**config.mk**
```make
export PLATFORM = sky130hd
export DESIGN_NAME = i2s_tx_fifo
export DESIGN_NICKNAME = d
export VERILOG_FILES = /design/src/rtl/i2s_tx_fifo.sv
export SDC_FILE = /design/constraint.sdc
export NUM_CORES = 1
export LEC_CHECK = 0
export ABC_AREA = 1
export CORE_ASPECT_RATIO = 0.9
export CORE_MARGIN = 5
export CORE_UTILIZATION = 50
export CTS_BUF_LIST = sky130_fd_sc_hd__clkbuf_8
export CTS_CLUSTER_DIAMETER = 100
export DETAILED_ROUTE_END_ITERATION = 10
export PLACE_DENSITY = 0.77
export SLEW_MARGIN = 20
export SYNTH_ARGS = -nofsm -noshare
export SYNTH_HDL_FRONTEND = slang
export SYNTH_SLANG_ARGS = --single-unit
```
**constraint.sdc**
```tcl
create_clock -name pclk -period 4.85 [get_ports pclk]
set_clock_uncertainty 0.05 [all_clocks]
set_input_delay 0.97 -clock pclk [delete_from_list [all_inputs] [get_ports pclk]]
set_output_delay 0.97 -clock pclk [all_outputs]
set_load 0.01 [all_outputs]
```
**src/rtl/i2s_tx_fifo.sv**
```systemverilog
// rtl/i2s_tx_fifo.sv - first-word-fall-through sample FIFO between the APB register block and the I2S serializer
module i2s_tx_fifo #(
  parameter  int DW        = 32,
  parameter  int DEPTH     = 8,
  parameter  int AF_THRESH = 6,
  parameter  int AE_THRESH = 2,
  localparam int AW        = $clog2(DEPTH)
) (
  input  logic          pclk,
  input  logic          preset,
  input  logic          clr,
  input  logic          flag_clr,
  input  logic          wr_en,
  input  logic [DW-1:0] wr_data,
  input  logic          rd_en,
  output logic [DW-1:0] rd_data,
  output logic          full,
  output logic          empty,
  output logic          almost_full,
  output logic          almost_empty,
  output logic [AW:0]   level,
  output logic          overflow,
  output logic          underflow
);

  localparam logic [AW:0] DEPTH_LVL = (AW+1)'(DEPTH);
  localparam logic [AW:0] AF_LVL    = (AW+1)'(AF_THRESH);
  localparam logic [AW:0] AE_LVL    = (AW+1)'(AE_THRESH);

  logic [DW-1:0] mem [DEPTH];

  logic [AW-1:0] wr_ptr_q, wr_ptr_d;
  logic [AW-1:0] rd_ptr_q, rd_ptr_d;
  logic [AW:0]   level_q, level_d;
  logic          overflow_q, overflow_d;
  logic          underflow_q, underflow_d;

  logic push, pop, ovf_evt, udf_evt;

  assign full         = (level_q == DEPTH_LVL);
  assign empty        = (level_q == '0);
  assign almost_full  = (level_q >= AF_LVL);
  assign almost_empty = (level_q <= AE_LVL);
  assign level        = level_q;
  assign overflow     = overflow_q;
  assign underflow    = underflow_q;
  assign rd_data      = empty ? '0 : mem[rd_ptr_q];

  // A pop in the same cycle frees the slot, so a full FIFO still accepts the push.
  always_comb begin
    push    = 1'b0;
    pop     = 1'b0;
    ovf_evt = 1'b0;
    udf_evt = 1'b0;
    if (!clr) begin
      push    = wr_en & (~full | rd_en);
      pop     = rd_en & ~empty;
      ovf_evt = wr_en & full & ~rd_en;
      udf_evt = rd_en & empty;
    end
  end

  always_comb begin
    wr_ptr_d    = wr_ptr_q;
    rd_ptr_d    = rd_ptr_q;
    level_d     = level_q;
    overflow_d  = ovf_evt | (overflow_q & ~flag_clr);
    underflow_d = udf_evt | (underflow_q & ~flag_clr);
    if (clr) begin
      wr_ptr_d = '0;
      rd_ptr_d = '0;
      level_d  = '0;
    end else begin
      if (push) wr_ptr_d = wr_ptr_q + 1'b1;
      if (pop)  rd_ptr_d = rd_ptr_q + 1'b1;
      if (push && !pop)      level_d = level_q + 1'b1;
      else if (pop && !push) level_d = level_q - 1'b1;
    end
  end

  always_ff @(posedge pclk or negedge preset) begin
    if (!preset) begin
      wr_ptr_q    <= '0;
      rd_ptr_q    <= '0;
      level_q     <= '0;
      overflow_q  <= 1'b0;
      underflow_q <= 1'b0;
    end else begin
      wr_ptr_q    <= wr_ptr_d;
      rd_ptr_q    <= rd_ptr_d;
      level_q     <= level_d;
      overflow_q  <= overflow_d;
      underflow_q <= underflow_d;
    end
  end

  // Sample storage carries no reset; rd_data is masked while empty instead.
  always_ff @(posedge pclk) begin
    if (push) mem[wr_ptr_q] <= wr_data;
  end

endmodule
```
After elaboration in Yosys (flattened, before gate mapping). Memory sizes are Yosys's and may differ from the RTL's. Index checks and enable logic that the tools add are counted. W data, S select, Z words.

Add/sub/neg operators: 4. $lt $le $gt $ge: 2. Equality and inequality tests: 1. Multiplexer cells: 14. Bitwise operators: 14. Reductions and logical operators: 8.

Operators by type and width (number): $mux W32 (1); $mux W3 (4); $mux W4 (3); $and A1 B1 Y1 (7); $add A3 B1 Y3 const B (2); $mux W1 (6); $add A4 B1 Y4 const B (1); $eq A4 B4 Y1 const B (1); $ge A4 B3 Y1 const B (1); $le A4 B2 Y1 const B (1); $logic_not A4 Y1 (1); $not A1 Y1 (4); $reduce_bool A2 Y1 (2); $sub A4 B1 Y4 const B (1); $or A1 B1 Y1 (3); $reduce_bool A3 Y1 (1); $logic_and A1 B1 Y1 (2); $logic_not A1 Y1 (2).

Register bits after elaboration: 12. Bits in writable memories: 256. Bits of input ports: 38. Output and inout port bits: 42. Logic and storage cells: 49. Memories: 1.

Memories: mem (words 8, bits a word 32, read ports 1, clocked after Yosys merged registers in 0, write ports 1, line 30) `logic [DW-1:0] mem [DEPTH];`.

Logic depth before layout (Yosys ltp). Gate-level depths: netlist of run 1.

Depth in word-level cells: 10. Gate-level depth with buffers: 13. Mapped depth without buffers: 13.

Least setup slack after synthesis of run 1. Ideal clock, no wire load.

Path kind: input to register. From: in wr_en. To: mem mem[0][0] (enable). Setup time: 421 ps. Arrival time: 2942 ps. Data required time: 4379 ps. Path slack: 1437 ps. Stages: 6. Buffers on the path: 0. Cells stage by stage: inv_1 -> nor2_1 -> nand2_4 -> inv_1 -> nand2_1 -> nor2_1.

Word-level cells in the longest chain between the ends: 4.

RTL lines: start, declared (line 13) `input logic wr_en,`; $and A1 B1 Y1 (line 56) `push = wr_en & (~full | rd_en);`; $mux W1 (line 55) `if (!clr) begin`; $mux W1 (line 99) `if (push) mem[wr_ptr_q] <= wr_data;`; $mux W1 (not written as such) (line 99); end, declared (line 30).

Every way passes these cells.

Worst setup path in the final report of run 1.
From: reg rd_ptr_q[0]. To: out rd_data[3].

Word-level cells in the longest chain between the ends: 2.

RTL lines: start, declared (line 33) `logic [AW-1:0] rd_ptr_q, rd_ptr_d;`; start signal, assigned (line 90) `rd_ptr_q <= rd_ptr_d;`; $mem_v2 Z8 W32; $mux W32 (line 47) `assign rd_data = empty ? '0 : mem[rd_ptr_q];`; end, declared (line 16) `output logic [DW-1:0] rd_data,`.

Every way passes these cells.

==> out/metrics.cfg, run 1 <==
[clock_network]
cts_buffer_depth = 3
cts-root-buf = clkbuf_8
cts_tree = yes
hold_buffers = 0
postCtsSetupBuffers = 0
cts.htree.levels = 2
cts_inserted_buffers = 41
clk_pin_slew_ns = 0.06
worstSkewPairLatency_ns = 0.52
clkSinkCount = 268
ctsResizeCount = 0

[power]
swShare = 0.3180
comb_power_share = 0.301
irDropWorstVdd_v = 0.0002615
p_per_area_nw_per_um2 = 490.1
switching_power_mw = 1.972
p_int_mw = 4.228
pwr-share-clk = 0.272
p_leak_nw = 4.364
p_seq_frac = 0.428

[sta]
slew_viol_final = 0
min_period_ns = 4.137
setup_viol = 0
hold_viol = 0
tns_ns = 0
period_share = 0.8530
fin_ws_ns = 0.7127
fmax_mhz = 241.7
rsz0062_at_grt = false
worstMarginPinSlew_ns = 1.106
max_slew_margin = 0.2621

[logic_synthesis]
ys_top_cells_by_area = edfxtp_1 (71%), nor2_1 (8.1%), o21ai_0 (5.9%)
syn_inst = 863
synth_edf_count = 256
synth.distinct_cells = 30
synth_seq_cells = 268
synthArstFlopShare = 0.04478
synthFlopType = edfxtp_1
yosysTopAreaCellShare = 0.7088
yosys.area.top_type = edfxtp_1
syn_nets = 906
syn_area_per_cell_um2 = 12.57
syn_area_um2 = 10850
synth.yosys.seq_area_share = 0.7365
synth_warnings = 0

[final_layout]
drive_gt1_frac = 0.09417
fin_nets = 991
layout_common_cells = edfxtp_1 (256), nor2_1 (227), o21ai_0 (128), clkdlybuf4s50_1 (79), nand2_1 (56)
utilization = 0.5883
n_fill_cell = 1666
syn_to_final_growth_pct = 16.65
final_common_cell = edfxtp_1
diodes = 0

[die]
io-pin-count = 80
die-height_um = 149.7
initial_core_util = 0.5043
num_rows = 51
core_area_um2 = 21500
die_x_um = 165.2
dieArea_um2 = 24740

[setup_path]
worstSetupEndpointType = output port
cp.required_ns = 3.83
crit_start = rd_ptr_q[0]
timing.rr.start = level[3]
cp.arrival_ns = 3.12
startpoint_type = flop
worstSetupPathType = flop to output port
critPathMaxFanout = 54

[placement]
pre_cts_ws_ns = 1.124
port_buffers = 79
gp_congestion = 0.8108
dp.final_hpwl_um = 12410

[flow_run]
max_cap_violations = 0

[global_routing]
gr-usage-all-layers = 0.1854
top_usage_layer = met2
met1_usage = 0.2613
antenna_found_initial = 0
gr-total-overflow = 0
grt_pass1_vias = 6775
grt_pass1_wl_um = 35970
grt_max_degree = 130
grt_util_met3 = 0.03553
use_met2 = 0.2976

[drt]
firstDrtPassIters = 5
vias = 6901
drc = 0
ant_nets = 0
routed_wl_um = 22710
drt_iter0_drc = 574
routedWlPerCell_um = 17.91
vias_per_cell = 5.442

[run_status]
outcome = completed

[min_path]
min-delay-start = underflow
min_path_type = flop to flop

==> stage by stage <==
step | instance area [um^2] | total power [mW] | hold slack, ns | cells
global route | 12650 | 6.557 | 0.5218 | 1268
finish | 12650 | 6.200 | 0.4956 | 1268
floorplan | 10850 | 3.794 | 0.4989 | 863
CTS | 12620 | 6.254 | 0.5060 | 1267
global placement | 11890 | 4.540 | 0.4669 | 1195
detailed placement | 11890 | 4.564 | 0.4998 | 1195
==> flip-flops by register name, summed over array words and instances, names as in the netlist <==
| signal | cells |
|---|---|
| level | 4 |
| mem | 256 |
| overflow | 1 |
| rd_ptr_q | 3 |
| underflow | 1 |
| wr_ptr_q | 3 |
==> final timing paths <==
check / endpoint / slack (ns) / depth (start not counted)
max reg2reg: mem[0][15] / 2.29 / 7
min reg2reg: underflow / 0.50 / 2
min: underflow / 0.50 / 2
max in group asynchronous: rd_ptr_q[0] / 3.50 / 1
max: rd_data[3] / 0.71 / 7
min in group asynchronous: level[2] / 0.79 / 1
==> cell type report <==
type,instances,area (um^2),share of cell area
Clock buffer,43,591.8,0.04678
Clock inverter,29,145.1,0.01147
Inverter,19,72.57,0.005736
Multi-Input combinational cell,525,2555,0.2020
Sequential cell,268,7994,0.6319
Tap cell,291,364.1,0.02878
Timing Repair Buffer,93,928.4,0.07339
==> logic make-up after synthesis <==
kind of cell | synth area share
AO/OA/AOI/OAI | 0.1079
XOR/XNOR | 0.0008077
adder cells (fa/ha/maj) | 0.006461
buffers and inverters | 0.03346
flip-flops | 0.7365
AND/OR/NAND/NOR | 0.1149
==> synthesized netlist by cell type (all sizes together) (4+ instances only) <==
library cell  number
edfxtp           256
nor2             239
o21ai            139
nand2             63
o211ai            32
o22ai             32
buf               29
clkbuf            22
inv               19
dfrtp             12
nand3              6
a21oi              5
ha                 4
==> metal layers <==
metal / up-vias / part of all wire
met2: 224 / 0.48
met4: 0 / 0.013
met5: - / 0
li1: 3278 / -
met3: 26 / 0.060
met1: 3373 / 0.45
==> worst max-delay path, stage by stage, from the launching register on <==
cell and delay [ns]:
dfrtp_4 0.49, clkinv_2 0.52, buf_4 0.39, o21ai_0 0.13
o22ai_1 0.30, nor2_1 0.07, nor2_1 0.13, clkdlybuf4s50_1 0.54
==> power groups by stage <==
stage	Clock [mW]	Combinational (mW)	Sequential, mW
after floorplan	0	1.10	2.70
after global placement	0	1.84	2.70
after detailed placement	0	1.87	2.70
after CTS	1.72	1.88	2.65
after global routing	1.83	2.07	2.66
final	1.68	1.86	2.65
No activity file was read; power rests on OpenSTA's default activity.
==> inputs of run 2 (changes only) <==
--- a/config.mk
+++ b/config.mk
@@ -9,10 +9,10 @@
 export CORE_ASPECT_RATIO = 0.9
 export CORE_MARGIN = 5
 export CORE_UTILIZATION = 50
-export CTS_BUF_LIST = sky130_fd_sc_hd__clkbuf_8
 export CTS_CLUSTER_DIAMETER = 100
 export DETAILED_ROUTE_END_ITERATION = 10
 export PLACE_DENSITY = 0.77
+export RECOVER_POWER = 100
 export SLEW_MARGIN = 20
 export SYNTH_ARGS = -nofsm -noshare
 export SYNTH_HDL_FRONTEND = slang
==> out/metrics.cfg, run 2 (synthesis results as in run 1) <==
[global_routing]
grt_max_degree = 130
antenna_found_initial = 0
gr-usage-all-layers = 0.1840
grt_pass1_wl_um = 35980
grt_pass1_vias = 6725
gr-total-overflow = 0

[setup_path]
endpoint = rd_data[21]
timing.rr.start = level[3]
cp.required_ns = 3.83
worstSetupEndpointType = output port
r2r-end = mem[2][7]
critPathMaxFanout = 36
worstSetupPathType = flop to output port
rr_worst_depth = 8
cp.arrival_ns = 3.35
startpoint_type = flop
crit_start = level[1]
r2r_slack_ns = 1.12

[final_layout]
syn_to_final_growth_pct = 16.11
multi_input_area_um2 = 2457
layout_common_cells = edfxtp_1 (256), nor2_1 (235), o21ai_0 (129), dlygate4sd3_1 (75), nand2_1 (60)
diodes = 0
final_common_cell = edfxtp_1
largest_reg_flops = 256
fin_area_um2 = 12590
drive_gt1_frac = 0.06092
n_fill_cell = 1674
largest_register = mem
fin_nets = 977
seqCellArea_um2 = 7994

[die]
core_area_um2 = 21500
io-pin-count = 80
die_x_um = 165.2
initial_core_util = 0.5043
die-height_um = 149.7
num_rows = 51
dieArea_um2 = 24740

[min_path]
min_path_type = flop to flop

[drt]
drt_iter0_drc = 573
firstDrtPassIters = 5
vias = 6801
ant_nets = 0
vias_per_cell = 5.471
routed_wl_um = 22570
routedWlPerCell_um = 18.16
drc = 0

[power]
irDropWorstVdd_v = 0.0004041
pwr-share-clk = 0.304
p_per_area_nw_per_um2 = 503.2
switching_power_mw = 1.935
p_seq_frac = 0.418
p_int_mw = 4.402
comb_power_share = 0.278
swShare = 0.3054
p_leak_nw = 4.367

[placement]
post_dp_cell_area_um2 = 11890
pre_cts_ws_ns = 1.124
port_buffers = 79
dp.final_hpwl_um = 12410
gp_congestion = 0.8108

[flow_run]
max_cap_violations = 8

[clock_network]
clkSinkCount = 268
cts.htree.levels = 1
cts_tree = yes
clk_pin_slew_ns = 0.06
cts_buffer_depth = 3
cts_inserted_buffers = 27
cts-root-buf = clkbuf_16
worstSkewPairLatency_ns = 0.52
ctsResizeCount = 0
postCtsSetupBuffers = 0
hold_buffers = 0

[sta]
fin_ws_ns = 0.4828
rsz0062_at_grt = false
fmax_mhz = 229.0
min_period_ns = 4.367
worstMarginPinSlew_ns = 2.250
hold_viol = 0
tns_ns = 0
hold_slack_ns = 0.4915
setup_viol = 0
period_share = 0.9005
slew_viol_final = 233
max_slew_margin = -0.5003

[run_status]
outcome = finished, violations left
failed_checks = capacitance limit, slew limit

run 2: cell types whose count changed in the layout (fill, tap and decap cells not counted), sizes merged:
cell,change
clkinv,-1
dlygate4sd3,+75
buf,-7
clkinvlp,-1
clkdlybuf4s50,-75
bufinv,+1
inv,-13
clkbuf,-4
run 2: routing by layer:
metal | vias up | share of wire | track usage
met2 | 219 | 0.48 | 0.3006
met3 | 32 | 0.064 | 0.03332
met5 | - | 0 | 0
met1 | 3302 | 0.44 | 0.2624
li1 | 3248 | - | -
met4 | 0 | 0.015 | 0.03742
run 2: cell type report:
type	count	area share
multi-input cells	525	0.1952
well taps	291	0.02891
clock buffers	32	0.05515
flip-flops and latches	268	0.6348
repair buffers	93	0.07005
clock inverters	15	0.01014
inverters	19	0.005763
run 2: power groups by stage:
stage	sequential [mW]	clock (mW)	combinational (mW)
after floorplan	2.70	0	1.10
after global placement	2.70	0	1.84
after detailed placement	2.70	0	1.87
after CTS	2.65	1.96	1.88
after global routing	2.65	2.07	1.96
final	2.65	1.93	1.76
run 2: how the worst min path moves through the flow:
stage	end	start	cells past startpoint	slack [ns]
after CTS	underflow	underflow	2	0.51
after floorplan	underflow	underflow	2	0.50
final	underflow	underflow	2	0.49
after global routing	underflow	underflow	2	0.52
after detailed placement	underflow	underflow	2	0.50
after global placement	underflow	underflow	2	0.47
run 2: critical path, cell delays in order, from the launching register on:
cell and delay [ns]:
dfrtp_1 0.46, nor2_1 0.12, nand2_1 1.15, nand2_1 0.26, nor2_1 0.20, dlygate4sd3_1 0.63
run 2: per-stage QoR:
step | std cells | util | power (mW)
6_report | 1243 | 0.5856 | 6.336
5_1_grt | 1243 | 0.5856 | 6.683
4_1_cts | 1242 | 0.5910 | 6.496
3_5_place_dp | 1195 | 0.5527 | 4.564
3_3_place_gp | 1195 | 0.5527 | 4.540
2_1_floorplan | 863 | - | 3.794
==> inputs of run 3 (changes only) <==
--- a/config.mk
+++ b/config.mk
@@ -13,7 +13,7 @@
 export DETAILED_ROUTE_END_ITERATION = 10
 export PLACE_DENSITY = 0.77
 export RECOVER_POWER = 100
-export SLEW_MARGIN = 20
+export SLEW_MARGIN = 40
 export SYNTH_ARGS = -nofsm -noshare
 export SYNTH_HDL_FRONTEND = slang
 export SYNTH_SLANG_ARGS = --single-unit
==> out/metrics.cfg, run 3 (synthesis results as in run 1) <==
[global_routing]
grt_pass1_vias = 6815
gr-usage-all-layers = 0.1875
grt_pass1_wl_um = 36620
gr-total-overflow = 0
antenna_found_initial = 1
grt_max_degree = 130

[min_path]
min_path_type = flop to flop
hold_depth = 2

[drt]
vias_per_cell = 5.546
vias = 6921
ant_nets = 0
firstDrtPassIters = 7
drc = 0
routedWlPerCell_um = 18.64
drt_iter0_drc = 755
routed_wl_um = 23270

[power]
finalPower_mw = 6.527
pwr-share-clk = 0.320
irDropWorstVdd_v = 0.0003379
p_seq_frac = 0.406
p_int_mw = 4.557
comb_power_share = 0.274
swShare = 0.3018
p_leak_nw = 4.410
switching_power_mw = 1.970
p_per_area_nw_per_um2 = 513.1

[clock_network]
clkSinkCount = 268
worstSkewPairLatency_ns = 0.52
cts-root-buf = clkbuf_16
cts_buffer_depth = 3
cts.htree.levels = 1
hold_buffers = 0
clk_pin_slew_ns = 0.06
ctsResizeCount = 0
cts_inserted_buffers = 27
cts_tree = yes
postCtsSetupBuffers = 0

[final_layout]
utilization = 0.5916
drive_gt1_frac = 0.06799
fin_area_um2 = 12720
layout_common_cells = edfxtp_1 (256), nor2_1 (233), o21ai_0 (130), dlygate4sd3_1 (68), nand2_1 (58)
syn_to_final_growth_pct = 17.29
fin_nets = 980
largest_reg_flops = 256
largest_register = mem
final_common_cell = edfxtp_1

[sta]
fmax_mhz = 226.3
rsz0062_at_grt = false
min_period_ns = 4.418
slew_viol_final = 163
worstMarginPinSlew_ns = 2.234
setup_viol = 0
max_slew_margin = -0.4896
hold_viol = 0
tns_ns = 0
period_share = 0.9109

[run_status]
failed_checks = capacitance limit, slew limit
outcome = finished, violations left

[die]
die-height_um = 149.7
num_rows = 51
die_x_um = 165.2
io-pin-count = 80
core_area_um2 = 21500
initial_core_util = 0.5043
dieArea_um2 = 24740

[setup_path]
startpoint_type = flop
worstSetupPathType = flop to output port
r2r_slack_ns = 1.18
worstSetupEndpointType = output port
rr_worst_depth = 8
endpoint = rd_data[3]
critPathMaxFanout = 54
cp.arrival_ns = 3.40
timing.rr.start = level[3]
cp.required_ns = 3.83
r2r-end = mem[7][4]
crit_start = rd_ptr_q[0]

[placement]
gp_congestion = 0.8108
post_dp_cell_area_um2 = 11980
dp.final_hpwl_um = 12890
port_buffers = 79

[flow_run]
max_cap_violations = 6

==> run 3: changes by cell type in the layout (fill, tap and decap cells not counted), moves of 3 or more <==
| cell | previous run | this run |
|---|---|---|
| buf_4 | 6 | 3 |
| clkbuf_1 | 12 | 15 |
| clkbuf_8 | 0 | 7 |
| clkdlybuf4s50_1 | 4 | 11 |
| clkinv_2 | 8 | 3 |
| dlygate4sd3_1 | 75 | 68 |
==> run 3: final cells by class <==
| cell class | count | area, um^2 |
|---|---|---|
| fill | 1659 | 8783 |
| sequential | 268 | 7996 |
| multi-input combinational | 525 | 2487 |
| timing repair buffer | 96 | 892.1 |
| clock buffer | 39 | 790.8 |
| tap | 291 | 364.1 |
| clock inverter | 9 | 116.4 |
| inverter | 19 | 71.32 |
| antenna | 1 | 2.502 |
==> run 3: routing by layer <==
layer  track usage  up-vias  share of wire
li1              -     3250              -
met1        0.2666     3375           0.43
met2        0.3041      251           0.48
met3       0.03029       45          0.071
met4       0.05031        0          0.020
met5             0        -              0
==> run 3: through the flow <==
| stage | setup slack, ns | hold slack (ns) | std cells |
|---|---|---|---|
| detailed placement | 1.245 | 0.4943 | 1199 |
| global route | 0.2453 | 0.5075 | 1248 |
| finish | 0.4319 | 0.4877 | 1248 |
| global placement | 1.234 | 0.4669 | 1195 |
| floorplan | 1.437 | 0.4989 | 863 |
| CTS | 0.6326 | 0.5020 | 1247 |
==> run 3: worst min path at each step <==
stage | startpoint | to | slack [ns]
after floorplan | underflow | underflow | 0.50
after global placement | underflow | underflow | 0.47
after detailed placement | overflow | overflow | 0.49
after CTS | underflow | underflow | 0.50
after global routing | underflow | underflow | 0.51
final | underflow | underflow | 0.49
==> run 3: power groups by stage <==
stage	Combinational, mW	Clock [mW]	Sequential, mW
3_5_place_dp	1.88	0	2.70
4_1_cts	1.91	2.12	2.65
3_3_place_gp	1.84	0	2.70
6_report	1.79	2.09	2.65
2_1_floorplan	1.10	0	2.70
5_1_grt	1.99	2.21	2.66
==> run 3: critical path, stage by stage (launching register included) <==
cell,delay (ns)
dfrtp_4,0.49
inv_2,0.67
buf_4,0.41
o21ai_0,0.15
o22ai_1,0.34
nor2_1,0.07
nor2_1,0.11
dlygate4sd3_1,0.61
